[src/rtl/array_7_arb_if.sv]
// Requester-side port of the SRAM arbiter: request handshake plus the routed read response.
// The client drives the master side; the arbiter takes the slave side.
interface array_7_arb_if #(
  parameter int AW = 4,
  parameter int DW = 24,
  parameter int MW = 2
);
  logic          valid;
  logic          ready;
  logic          write;
  logic [AW-1:0] addr;
  logic [MW-1:0] mask;
  logic [DW-1:0] wdata;
  logic          resp_valid;
  logic [DW-1:0] resp_rdata;

  modport master (
    output valid, write, addr, mask, wdata,
    input  ready, resp_valid, resp_rdata
  );

  modport slave (
    input  valid, write, addr, mask, wdata,
    output ready, resp_valid, resp_rdata
  );
endinterface

[src/rtl/array_7_arb.sv]
// Clears the 16x24 masked SRAM after reset, then round-robins its single RW port
// between two requesters and steers each read result back to its issuer.
//
// state  | meaning
// S_INIT | sweeping zeros into every entry, requesters held off
// S_RUN  | array cleared, arbitration active
module array_7_arb #(
  parameter int DEPTH = 16,
  parameter int AW    = 4,
  parameter int DW    = 24,
  parameter int MW    = 2
) (
  input  logic          clock,
  input  logic          reset,
  array_7_arb_if.slave  req0,
  array_7_arb_if.slave  req1,
  output logic          init_done,
  output logic          mem_en,
  output logic          mem_wmode,
  output logic [AW-1:0] mem_addr,
  output logic [MW-1:0] mem_wmask,
  output logic [DW-1:0] mem_wdata,
  input  logic [DW-1:0] mem_rdata
);

  typedef enum logic {S_INIT, S_RUN} state_t;

  state_t        state, state_nxt;
  logic [AW-1:0] init_cnt;
  logic          prio;        // 0 favours req0 under contention, 1 favours req1
  logic          rd_pend0, rd_pend1;
  logic          grant0, grant1;

  always_ff @(posedge clock) begin
    if (reset) begin
      state    <= S_INIT;
      init_cnt <= '0;
      prio     <= 1'b0;
      rd_pend0 <= 1'b0;
      rd_pend1 <= 1'b0;
    end else begin
      state    <= state_nxt;
      init_cnt <= (state == S_INIT) ? init_cnt + 1'b1 : '0;
      // Under contention the loser gets priority next time: winner 0 -> point at 1.
      if (req0.valid && req1.valid && (grant0 || grant1))
        prio <= grant0;
      rd_pend0 <= grant0 && !req0.write;
      rd_pend1 <= grant1 && !req1.write;
    end
  end

  always_comb begin
    state_nxt = state;
    grant0    = 1'b0;
    grant1    = 1'b0;
    mem_en    = 1'b0;
    mem_wmode = 1'b0;
    mem_addr  = '0;
    mem_wmask = '0;
    mem_wdata = '0;
    if (!reset) begin
      case (state)
        S_INIT: begin
          mem_en    = 1'b1;
          mem_wmode = 1'b1;
          mem_wmask = '1;
          mem_addr  = init_cnt;
          if (init_cnt == AW'(DEPTH - 1))
            state_nxt = S_RUN;
        end
        S_RUN: begin
          if (req0.valid && (!req1.valid || !prio))
            grant0 = 1'b1;
          else if (req1.valid)
            grant1 = 1'b1;

          if (grant0) begin
            mem_en    = 1'b1;
            mem_wmode = req0.write;
            mem_addr  = req0.addr;
            mem_wmask = req0.write ? req0.mask : '0;
            mem_wdata = req0.wdata;
          end else if (grant1) begin
            mem_en    = 1'b1;
            mem_wmode = req1.write;
            mem_addr  = req1.addr;
            mem_wmask = req1.write ? req1.mask : '0;
            mem_wdata = req1.wdata;
          end
        end
        default: state_nxt = S_INIT;
      endcase
    end
  end

  // All outputs read zero while reset is held, including the registered ones.
  assign req0.ready      = grant0;
  assign req1.ready      = grant1;
  assign req0.resp_valid = rd_pend0 && !reset;
  assign req1.resp_valid = rd_pend1 && !reset;
  assign req0.resp_rdata = req0.resp_valid ? mem_rdata : '0;
  assign req1.resp_rdata = req1.resp_valid ? mem_rdata : '0;
  assign init_done       = (state == S_RUN) && !reset;

endmodule
[src/flat_wrapper.sv]
// flat-port wrapper written by rule: the top's interface ports become plain ports
module array_7_arb_flat 
#(
  parameter int DEPTH = 16,
  parameter int AW    = 4,
  parameter int DW    = 24,
  parameter int MW    = 2
)
  (clock, reset, init_done, mem_en, mem_wmode, mem_addr, mem_wmask, mem_wdata, mem_rdata, req0_valid, req0_write, req0_addr, req0_mask, req0_wdata, req0_ready, req0_resp_valid, req0_resp_rdata, req1_valid, req1_write, req1_addr, req1_mask, req1_wdata, req1_ready, req1_resp_valid, req1_resp_rdata);
  array_7_arb_if #(.AW(AW), .DW(DW), .MW(MW)) req0_i ();
  array_7_arb_if #(.AW(AW), .DW(DW), .MW(MW)) req1_i ();
  input  logic clock;
  input  logic reset;
  output logic init_done;
  output logic mem_en;
  output logic mem_wmode;
  output logic [AW-1:0] mem_addr;
  output logic [MW-1:0] mem_wmask;
  output logic [DW-1:0] mem_wdata;
  input  logic [DW-1:0] mem_rdata;
  input wire logic [$bits(req0_i.valid)-1:0] req0_valid;
  input wire logic [$bits(req0_i.write)-1:0] req0_write;
  input wire logic [$bits(req0_i.addr)-1:0] req0_addr;
  input wire logic [$bits(req0_i.mask)-1:0] req0_mask;
  input wire logic [$bits(req0_i.wdata)-1:0] req0_wdata;
  output wire logic [$bits(req0_i.ready)-1:0] req0_ready;
  output wire logic [$bits(req0_i.resp_valid)-1:0] req0_resp_valid;
  output wire logic [$bits(req0_i.resp_rdata)-1:0] req0_resp_rdata;
  input wire logic [$bits(req1_i.valid)-1:0] req1_valid;
  input wire logic [$bits(req1_i.write)-1:0] req1_write;
  input wire logic [$bits(req1_i.addr)-1:0] req1_addr;
  input wire logic [$bits(req1_i.mask)-1:0] req1_mask;
  input wire logic [$bits(req1_i.wdata)-1:0] req1_wdata;
  output wire logic [$bits(req1_i.ready)-1:0] req1_ready;
  output wire logic [$bits(req1_i.resp_valid)-1:0] req1_resp_valid;
  output wire logic [$bits(req1_i.resp_rdata)-1:0] req1_resp_rdata;
  assign req0_i.valid = req0_valid;
  assign req0_i.write = req0_write;
  assign req0_i.addr = req0_addr;
  assign req0_i.mask = req0_mask;
  assign req0_i.wdata = req0_wdata;
  assign req0_ready = req0_i.ready;
  assign req0_resp_valid = req0_i.resp_valid;
  assign req0_resp_rdata = req0_i.resp_rdata;
  assign req1_i.valid = req1_valid;
  assign req1_i.write = req1_write;
  assign req1_i.addr = req1_addr;
  assign req1_i.mask = req1_mask;
  assign req1_i.wdata = req1_wdata;
  assign req1_ready = req1_i.ready;
  assign req1_resp_valid = req1_i.resp_valid;
  assign req1_resp_rdata = req1_i.resp_rdata;
  array_7_arb #(.DEPTH(DEPTH), .AW(AW), .DW(DW), .MW(MW)) u_core (.clock(clock), .reset(reset), .req0(req0_i), .req1(req1_i), .init_done(init_done), .mem_en(mem_en), .mem_wmode(mem_wmode), .mem_addr(mem_addr), .mem_wmask(mem_wmask), .mem_wdata(mem_wdata), .mem_rdata(mem_rdata));
endmodule
[config.mk]
export PLATFORM = sky130hd
export DESIGN_NAME = array_7_arb_flat
export DESIGN_NICKNAME = d
export VERILOG_FILES = /design/src/rtl/array_7_arb_if.sv /design/src/rtl/array_7_arb.sv /design/src/flat_wrapper.sv
export SDC_FILE = /design/constraint.sdc
export NUM_CORES = 1
export LEC_CHECK = 0
export BUFFER_PORTS_ARGS = -buffer_cell sky130_fd_sc_hd__buf_2
export CAP_MARGIN = 20
export CORE_AREA = 2 2 67 69
export CTS_BUF_LIST = sky130_fd_sc_hd__clkbuf_4
export CTS_CLUSTER_SIZE = 10
export DETAILED_ROUTE_END_ITERATION = 8
export DIE_AREA = 0 0 69 71
export PLACE_DENSITY = 0.82
export SYNTH_ARGS = -nofsm -noshare
export SYNTH_HDL_FRONTEND = slang
export SYNTH_SLANG_ARGS = --single-unit
[constraint.sdc]
create_clock -name clock -period 1.2 [get_ports clock]
set_input_delay 0.06 -clock clock [delete_from_list [all_inputs] [get_ports clock]]
set_output_delay 0.06 -clock clock [all_outputs]
set_load 0.02 [all_outputs]
==> results of run 1 <==
[worst reg2reg max path: stages, from the launching register on]
cell	delay, ps
dfxtp_2	320
nor2b_4	170
and3_4	260
buf_12	170
nor2b_4	150
[through the flow]
stage,worst slack (ps),TNS [ps],cells
after detailed placement,-131,-1790,364
after floorplan,-44.0,-575,135
after global placement,-50.9,-883,364
after CTS,-376,-11620,381
final,-390,-11300,380
after global routing,-452,-15880,380
[registers in the layout (all words and copies together), names as in the netlist]
name / cells
u_core.prio: 1
u_core.rd_pend0: 1
u_core.state: 1
u_core.init_cnt: 4
u_core.rd_pend1: 1
[placed cells by master, fill, tap and decap left out, types with 2 or more instances in the layout]
master	netlist	final
xor2_1	2	2
dfxtp_2	0	4
and3_4	2	3
a31oi_1	3	3
buf_4	0	16
nand3_1	4	3
nor2b_4	0	4
a22o_4	0	8
nor2_1	4	4
nand4_1	4	4
a22o_1	24	16
a221o_1	4	4
and2_1	52	4
buf_12	0	3
clkbuf_4	0	3
dfxtp_1	8	4
buf_6	1	87
and2_4	0	48
buf_2	6	93
nor3_1	3	3
[repair_timing]
action / 4_1_cts / 5_1_grt
resized for setup: 203 / 34
setup buffers: 7 / 0
gates cloned: 8 / 0
pin swaps: 55 / 17
endpoints found under the setup margin: 81 / 83
[power groups by stage]
stage	registers [mW]	clock network, mW	logic (mW)
after floorplan	0.286	0	0.0563
after global placement	0.287	0	0.242
after detailed placement	0.287	0	0.247
after CTS	0.282	0.202	0.268
after global routing	0.283	0.219	0.303
final	0.282	0.196	0.282
[path summary, 6_finish.rpt]
| check | slack (ps) | cells past startpoint | from | end |
|---|---|---|---|---|
| worst max-delay path | -390 | 5 | u_core.prio$_SDFFE_PP0P_ | mem_addr[2] |
| worst min-delay path | 20 | 2 | req0_write | u_core.rd_pend0$_SDFF_PP0_ |
| worst max register to register | 70 | 4 | u_core.state$_SDFF_PP0_ | u_core.rd_pend1$_SDFF_PP0_ |
| worst min register to register | 470 | 1 | u_core.init_cnt[0]$_SDFF_PP0_ | u_core.init_cnt[0]$_SDFF_PP0_ |
[per-layer routing]
| layer | vias to the layer above | GRT usage | wire length, µm |
|---|---|---|---|
| li1 | 874 | - | - |
| met3 | 14 | 0.101 | 642 |
| met5 | - | 0 | 0 |
| met1 | 886 | 0.256 | 2420 |
| met2 | 114 | 0.460 | 3700 |
| met4 | 0 | 0.0741 | 123 |
[area by class of cell]
| cell class | count | area [µm²] |
|---|---|---|
| timing repair buffer | 201 | 1670 |
| multi-input combinational | 116 | 1040 |
| tap | 52 | 65.1 |
| sequential | 8 | 165 |
| clock buffer | 3 | 22.5 |
| fill | 311 | 1240 |
[cells by family after synthesis]
kind of cell             synth area share
AO/OA/AOI/OAI                       0.275
XOR/XNOR                           0.0257
adder cells (fa/ha/maj)            0.0122
buffers and inverters              0.0588
flip-flops                          0.157
AND/OR/NAND/NOR                     0.471
==> flow_metrics.env, run 1 <==
export IMPL_leakagePower_nw=1.55
export IMPL_die_area_um2=4900
export IMPL_status="finished, violations left"
export IMPL_combPwrFrac=0.371
export IMPL_cts_sink_count=8
export IMPL_syn_nets=226
export IMPL_endpoint_kind="output pin"
export IMPL_internal_power_mw=0.540
export IMPL_ant_nets=0
export IMPL_period_share=1.33
export IMPL_setup_viol=81
export IMPL_gp_congestion=0.814
export IMPL_grt_use_total=0.248
export IMPL_yosys_most_used_dff="dfxtp_1"
export IMPL_num_rows=24
export IMPL_synth_edf_count=0
export IMPL_drive_above_1_share=0.838
export IMPL_yosysTopAreaCellShare=0.318
export IMPL_vias=1888
export IMPL_antenna_found_initial=0
export IMPL_synth_most_common_cell="and2_1"
export IMPL_timing_hold_ws_ps=15.5
export IMPL_wl_mm=6.88
export IMPL_dpl_instance_area_um2=2120
export IMPL_yosys_area_top_type="and2_1"
export IMPL_rsz0062_at_grt="yes"
export IMPL_tritoncts="yes"
export IMPL_finalCriticalPeriod_ps=1590
export IMPL_cts_buffers_inserted=3
export IMPL_ir_worst_vdd_uv=609
export IMPL_p_seq_frac=0.371
export IMPL_ios=175
export IMPL_yosysWarnings=0
export IMPL_final_cell_area_um2=2960
export IMPL_syn_inst=135
export IMPL_cp_arrival_ps=1530
export IMPL_power_mw=0.759
export IMPL_first_iter_violations=54
export IMPL_violations="negative setup slack"
export IMPL_portBuffers=174
export IMPL_clock_fmax_ghz=0.629
export IMPL_worstMarginPinSlew_ps=187
export IMPL_drv_cap=0
export IMPL_critPathMaxFanout=7
export IMPL_synthTopCellsByCount="52 x and2_1, 24 x a22o_1, 8 x dfxtp_1"
export IMPL_core_area_um2=4200
export IMPL_layout_nets=421
export IMPL_setup_ws_ps=-390
export IMPL_cp_data_required_time_ps=1140
export IMPL_dp_hpwl_mm=3.94
export IMPL_grt_pass1_wl_mm=9.87
export IMPL_syn_to_final_growth_pct=190
export IMPL_drtPass1Iterations=4
export IMPL_cpPeakStageDelay_ps=320
export IMPL_drc=0
export IMPL_netlist_cell_type_count=24
export IMPL_dieWidth_um=69
export IMPL_start_util=0.243
export IMPL_path_class="flip-flop to output pin"
export IMPL_min_path_type="primary input to flip-flop"
export IMPL_async_flop_share=0
export IMPL_syn_avg_cell_area_um2=7.57
export IMPL_relSlewSlack=0.875
export IMPL_clk_latency_ps=250
export IMPL_drv_slew=0
export IMPL_p_switching_mw=0.220
export IMPL_path_buf_inv=2
export IMPL_ys_ff_latch=8
export IMPL_cp_top_family="simple AND/OR/NAND/NOR gates"
export IMPL_detail_route_vias_per_cell=4.97
export IMPL_htreeDepth=1
export IMPL_netlist_top_cells_area="and2_1 32%, a22o_1 21%, dfxtp_1 16%"
export IMPL_swShare=0.290
export IMPL_hold_viol=0
export IMPL_drt_wirelength_per_cell_um=18.1
export IMPL_grt_max_degree=21
export IMPL_overflow=0
export IMPL_clkPwrFrac=0.258
export IMPL_cts_buffer_depth=2
export IMPL_syn_area_um2=1020
export IMPL_ctsHoldBuffers=0
export IMPL_slowest_stage="dfxtp_2"
export IMPL_start_kind="flip-flop"
export IMPL_grt_pass1_vias=1931
export IMPL_cts_root_buf="clkbuf_4"
export IMPL_clk_pin_slew_worst_paths_ps=50
export IMPL_cp_cell_sequence="nand2b_4 -> and3_4 -> buf_4 -> a221o_1 -> buf_6"
export IMPL_num_antenna_cells=0
export IMPL_clock_skew_ps=4.98
export IMPL_ys_seq_area_frac=0.157
export IMPL_die_h_um=71
export IMPL_final_util=0.705
export IMPL_power_density_nw_per_um2=256
No activity file was read; power rests on OpenSTA's default activity.
==> run 2: changes to the inputs <==
--- a/config.mk
+++ b/config.mk
@@ -14,2 +14,3 @@
 export DIE_AREA = 0 0 69 71
+export GPL_TIMING_DRIVEN = 0
 export PLACE_DENSITY = 0.82
--- a/constraint.sdc
+++ b/constraint.sdc
@@ -3,2 +3,2 @@
 set_output_delay 0.06 -clock clock [all_outputs]
-set_load 0.02 [all_outputs]
+set_load 0.005 [all_outputs]
==> flow_metrics.env, run 2 (synthesis results as in run 1) <==
export IMPL_drv_cap=0
export IMPL_gp_congestion=0.824
export IMPL_drc=0
export IMPL_cp_data_required_time_ps=1140
export IMPL_layout_commonest_cell="buf_2"
export IMPL_detail_route_vias_per_cell=4.75
export IMPL_final_util=0.596
export IMPL_dp_hpwl_mm=3.84
export IMPL_totalNegativeSetupSlack_ps=-8760
export IMPL_cts_buffer_depth=2
export IMPL_timing_hold_ws_ps=13.2
export IMPL_grt_pass1_vias=1622
export IMPL_ir_worst_vdd_uv=425
export IMPL_dpl_instance_area_um2=1960
export IMPL_clock_skew_ps=1.16
export IMPL_endpoint_kind="output pin"
export IMPL_final_cell_mix="144 x buf_2, 39 x buf_6, 31 x and2_4"
export IMPL_clk_latency_ps=250
export IMPL_portBuffers=174
export IMPL_cp_arrival_ps=1470
export IMPL_wl_mm=5.33
export IMPL_start_util=0.243
export IMPL_drt_wirelength_per_cell_um=14.2
export IMPL_drive_above_1_share=0.747
export IMPL_grt_max_degree=11
export IMPL_fillers=350
export IMPL_syn_to_final_growth_pct=145
export IMPL_dieWidth_um=69
export IMPL_num_antenna_cells=0
export IMPL_first_iter_violations=26
export IMPL_dp_cells=361
export IMPL_power_density_nw_per_um2=285
export IMPL_cts_buffers_inserted=3
export IMPL_cts_root_buf="clkbuf_4"
export IMPL_htreeDepth=1
export IMPL_period_share=1.28
export IMPL_ios=175
export IMPL_setup_ws_ps=-332
export IMPL_tritoncts="yes"
export IMPL_worstMarginPinSlew_ps=216
export IMPL_grt_use_total=0.187
export IMPL_min_path_type="primary input to flip-flop"
export IMPL_cts_sink_count=8
export IMPL_ctsHoldBuffers=0
export IMPL_largest_reg_flops=4
export IMPL_drv_slew=0
export IMPL_clock_fmax_ghz=0.653
export IMPL_start_kind="flip-flop"
export IMPL_antenna_found_initial=0
export IMPL_final_cells=376
export IMPL_drtPass1Iterations=4
export IMPL_grt_pass1_wl_mm=7.67
export IMPL_setup_viol=80
export IMPL_relSlewSlack=0.856
export IMPL_die_h_um=71
export IMPL_max_flop_register="u_core.init_cnt"
export IMPL_finalCriticalPeriod_ps=1530
export IMPL_num_rows=24
export IMPL_clk_pin_slew_worst_paths_ps=50
export IMPL_path_class="flip-flop to output pin"
export IMPL_violations="negative setup slack"
export IMPL_hold_viol=0
export IMPL_critPathMaxFanout=5
export IMPL_layout_nets=417
export IMPL_vias=1786
export IMPL_core_area_um2=4200
export IMPL_status="finished, violations left"
export IMPL_leakagePower_nw=1.43
export IMPL_r2r_slack_ps=140
export IMPL_final_cell_area_um2=2500
export IMPL_ant_nets=0
export IMPL_rsz0062_at_grt="yes"
export IMPL_overflow=0
export IMPL_die_area_um2=4900
run 2: changes by cell type in the layout (fill, tap and decap cells not counted), moves of 5 or more:
| cell | previous run | this run |
|---|---|---|
| buf_2 | 93 | 144 |
| buf_6 | 87 | 39 |
| and2_1 | 4 | 21 |
| and2_4 | 48 | 31 |
| buf_4 | 16 | 7 |
| a22o_1 | 16 | 24 |
| a22o_4 | 8 | 0 |
| buf_8 | 1 | 6 |
run 2: worst paths after layout:
kind	from	endpoint	cells after the start
max	u_core.prio$_SDFFE_PP0P_	mem_addr[2]	5
min	req0_write	u_core.rd_pend0$_SDFF_PP0_	2
max reg2reg	u_core.state$_SDFF_PP0_	u_core.rd_pend0$_SDFF_PP0_	4
min reg2reg	u_core.init_cnt[0]$_SDFF_PP0_	u_core.init_cnt[0]$_SDFF_PP0_	1
run 2: area by class of cell:
type                    instances  area (µm²)  share of cell area
plain buffers                  12         130              0.0520
clock buffers                   3        22.5             0.00900
multi-input cells             115         905               0.361
flip-flops and latches          8         164              0.0655
well taps                      52        65.1              0.0260
repair buffers                186        1220               0.486
run 2: through the flow:
step / setup WS [ps] / total power [mW]
6_report: -332 / 0.713
3_5_place_dp: -210 / 0.504
2_1_floorplan: 4.35 / 0.326
4_1_cts: -330 / 0.713
5_1_grt: -370 / 0.758
3_3_place_gp: -183 / 0.498
run 2: critical path, stage by stage, from the launching register on:
cell,delay [ps]
dfxtp_2,330
nand2b_4,150
and3_4,190
buf_6,130
a221o_1,290
buf_2,130
run 2: power breakdown:
part / total (mW) / internal (mW) / switching, mW / leakage, nW
combinational: 0.234 / 0.135 / 0.0982 / 1.35
sequential: 0.282 / 0.275 / 0.00692 / 0.0666
clock: 0.198 / 0.114 / 0.0840 / 0.0138
total: 0.713 / 0.524 / 0.189 / 1.43
run 2: routing by layer:
metal  vias up  global-route usage  share of wire
met5         -                   0              0
met4         0              0.0632          0.015
met3         8              0.0299          0.067
met2        98               0.346           0.53
met1       819               0.219           0.39
li1        861                   -              -
run 2: timing repair:
action	4_1_cts	5_1_grt
pin swaps	32	16
endpoints found under the setup margin	85	76
resized for setup	56	51
setup buffers	5	3
cloned	4	1
==> run 3: changes to the inputs <==
Settings changed: HOLD_SLACK_MARGIN set to 0.06.
==> flow_metrics.env, run 3 (synthesis results as in run 1) <==
export IMPL_status="finished, violations left"
export IMPL_violations="negative setup slack"
export IMPL_cts_sink_count=8
export IMPL_swShare=0.264
export IMPL_grt_max_degree=11
export IMPL_drive_above_1_share=0.742
export IMPL_cpPeakStageDelay_ps=330
export IMPL_combPwrFrac=0.332
export IMPL_leakagePower_nw=1.44
export IMPL_detail_route_vias_per_cell=4.75
export IMPL_layout_commonest_cell="buf_2"
export IMPL_cts_buffer_depth=2
export IMPL_tritoncts="yes"
export IMPL_cts_root_buf="clkbuf_4"
export IMPL_clkPwrFrac=0.276
export IMPL_drt_wirelength_per_cell_um=14.2
export IMPL_cp_arrival_ps=1470
export IMPL_antenna_found_initial=0
export IMPL_setup_ws_ps=-332
export IMPL_grt_pass1_wl_mm=7.74
export IMPL_vias=1794
export IMPL_grt_use_total=0.189
export IMPL_critPathMaxFanout=5
export IMPL_first_iter_violations=24
export IMPL_hold_viol=0
export IMPL_grtUsageMet1=0.220
export IMPL_final_cell_mix="144 x buf_2, 39 x buf_6, 31 x and2_4"
export IMPL_cp_cell_sequence="nand2b_4 -> and3_4 -> buf_6 -> a221o_1 -> buf_2"
export IMPL_rsz0062_at_grt="yes"
export IMPL_finalCriticalPeriod_ps=1530
export IMPL_timing_hold_ws_ps=210
export IMPL_clock_skew_ps=1.16
export IMPL_dp_cells=361
export IMPL_max_flop_register="u_core.init_cnt"
export IMPL_drv_cap=0
export IMPL_grt_use_met3=0.0299
export IMPL_largest_reg_flops=4
export IMPL_top_usage_layer="met2"
export IMPL_power_density_nw_per_um2=285
export IMPL_endpoint_kind="output pin"
export IMPL_die_area_um2=4900
export IMPL_path_class="flip-flop to output pin"
export IMPL_p_seq_frac=0.392
export IMPL_min_path_type="primary input to flip-flop"
export IMPL_wl_mm=5.35
export IMPL_ios=175
export IMPL_num_rows=24
export IMPL_dieWidth_um=69
export IMPL_clk_pin_slew_worst_paths_ps=50
export IMPL_fillers=348
export IMPL_worstMarginPinSlew_ps=216
export IMPL_gp_congestion=0.824
export IMPL_start_util=0.243
export IMPL_overflow=0
export IMPL_drc=0
export IMPL_rr_worst_depth=4
export IMPL_clk_latency_ps=250
export IMPL_relSlewSlack=0.856
export IMPL_p_switching_mw=0.190
export IMPL_drv_slew=0
export IMPL_start_kind="flip-flop"
export IMPL_setup_viol=80
export IMPL_power_mw=0.718
export IMPL_core_area_um2=4200
export IMPL_dp_hpwl_mm=3.84
export IMPL_slowest_stage="dfxtp_2"
export IMPL_grt_pass1_vias=1645
export IMPL_num_antenna_cells=0
export IMPL_clock_fmax_ghz=0.653
export IMPL_cp_data_required_time_ps=1140
export IMPL_internal_power_mw=0.528
export IMPL_cts_buffers_inserted=3
export IMPL_layout_nets=419
export IMPL_syn_to_final_growth_pct=147
export IMPL_drtPass1Iterations=4
export IMPL_min_path_cells=4
export IMPL_die_h_um=71
export IMPL_htreeDepth=1
export IMPL_ir_worst_vdd_uv=425
export IMPL_final_cells=378
export IMPL_period_share=1.28
export IMPL_portBuffers=174
export IMPL_ant_nets=0
export IMPL_use_met2=0.350
run 3: cell types whose count changed in the layout (fill, tap and decap cells not counted), sizes merged:
cell         previous run  this run
dlygate4sd3             0         2
run 3: worst max-delay path: cells and delay by family, from the launching register on:
family / cells / cell delay [ps]
buffers and inverters: 2 / 260
and+or+nand+nor: 2 / 340
DFF: 1 / 330
AOI/OAI and AO/OA: 1 / 290
run 3: metrics by stage:
step / util / TNS [ps] / setup slack (ps) / area [µm²]
after floorplan: - / 0 / 4.35 / 1020
after global placement: 0.466 / -4050 / -183 / 1960
after detailed placement: 0.466 / -5520 / -210 / 1960
after CTS: 0.542 / -9970 / -330 / 2280
after global routing: 0.600 / -13310 / -370 / 2520
final: 0.600 / -8760 / -332 / 2520
run 3: area by class of cell:
cell class / count / area (µm²) / area share
tap: 52 / 65.1 / 0.0258
clock buffer: 3 / 22.5 / 0.00892
sequential: 8 / 164 / 0.0649
buffer: 12 / 130 / 0.0516
multi-input combinational: 115 / 905 / 0.358
timing repair buffer: 188 / 1240 / 0.490
run 3: timing repair:
action	4_1_cts	5_1_grt
gates cloned	4	1
endpoints found under the setup margin	85	76
hold endpoints to repair	2	0
setup buffers	5	3
resized for setup	56	51
hold buffers	2	0
pin swaps	32	16
run 3: power groups by stage:
stage / logic, mW / registers [mW] / clock network (mW)
floorplan: 0.0405 / 0.286 / 0
global placement: 0.211 / 0.287 / 0
detailed placement: 0.217 / 0.287 / 0
CTS: 0.231 / 0.282 / 0.205
global route: 0.262 / 0.283 / 0.219
finish: 0.239 / 0.282 / 0.198
run 3: routing by layer:
| metal | wire length [µm] | up-vias |
|---|---|---|
| met4 | 81 | 0 |
| met3 | 350 | 8 |
| met1 | 2070 | 823 |
| met5 | 0 | - |
| li1 | - | 865 |
| met2 | 2850 | 98 |
run 3: worst paths after layout:
path                                                    start                            end  slack, ps
worst max register to register        u_core.state$_SDFF_PP0_     u_core.rd_pend0$_SDFF_PP0_        140
worst min-delay path                               req1_valid       u_core.prio$_SDFFE_PP0P_        210
worst min register to register  u_core.init_cnt[0]$_SDFF_PP0_  u_core.init_cnt[0]$_SDFF_PP0_        470
worst max-delay path                 u_core.prio$_SDFFE_PP0P_                    mem_addr[2]       -330
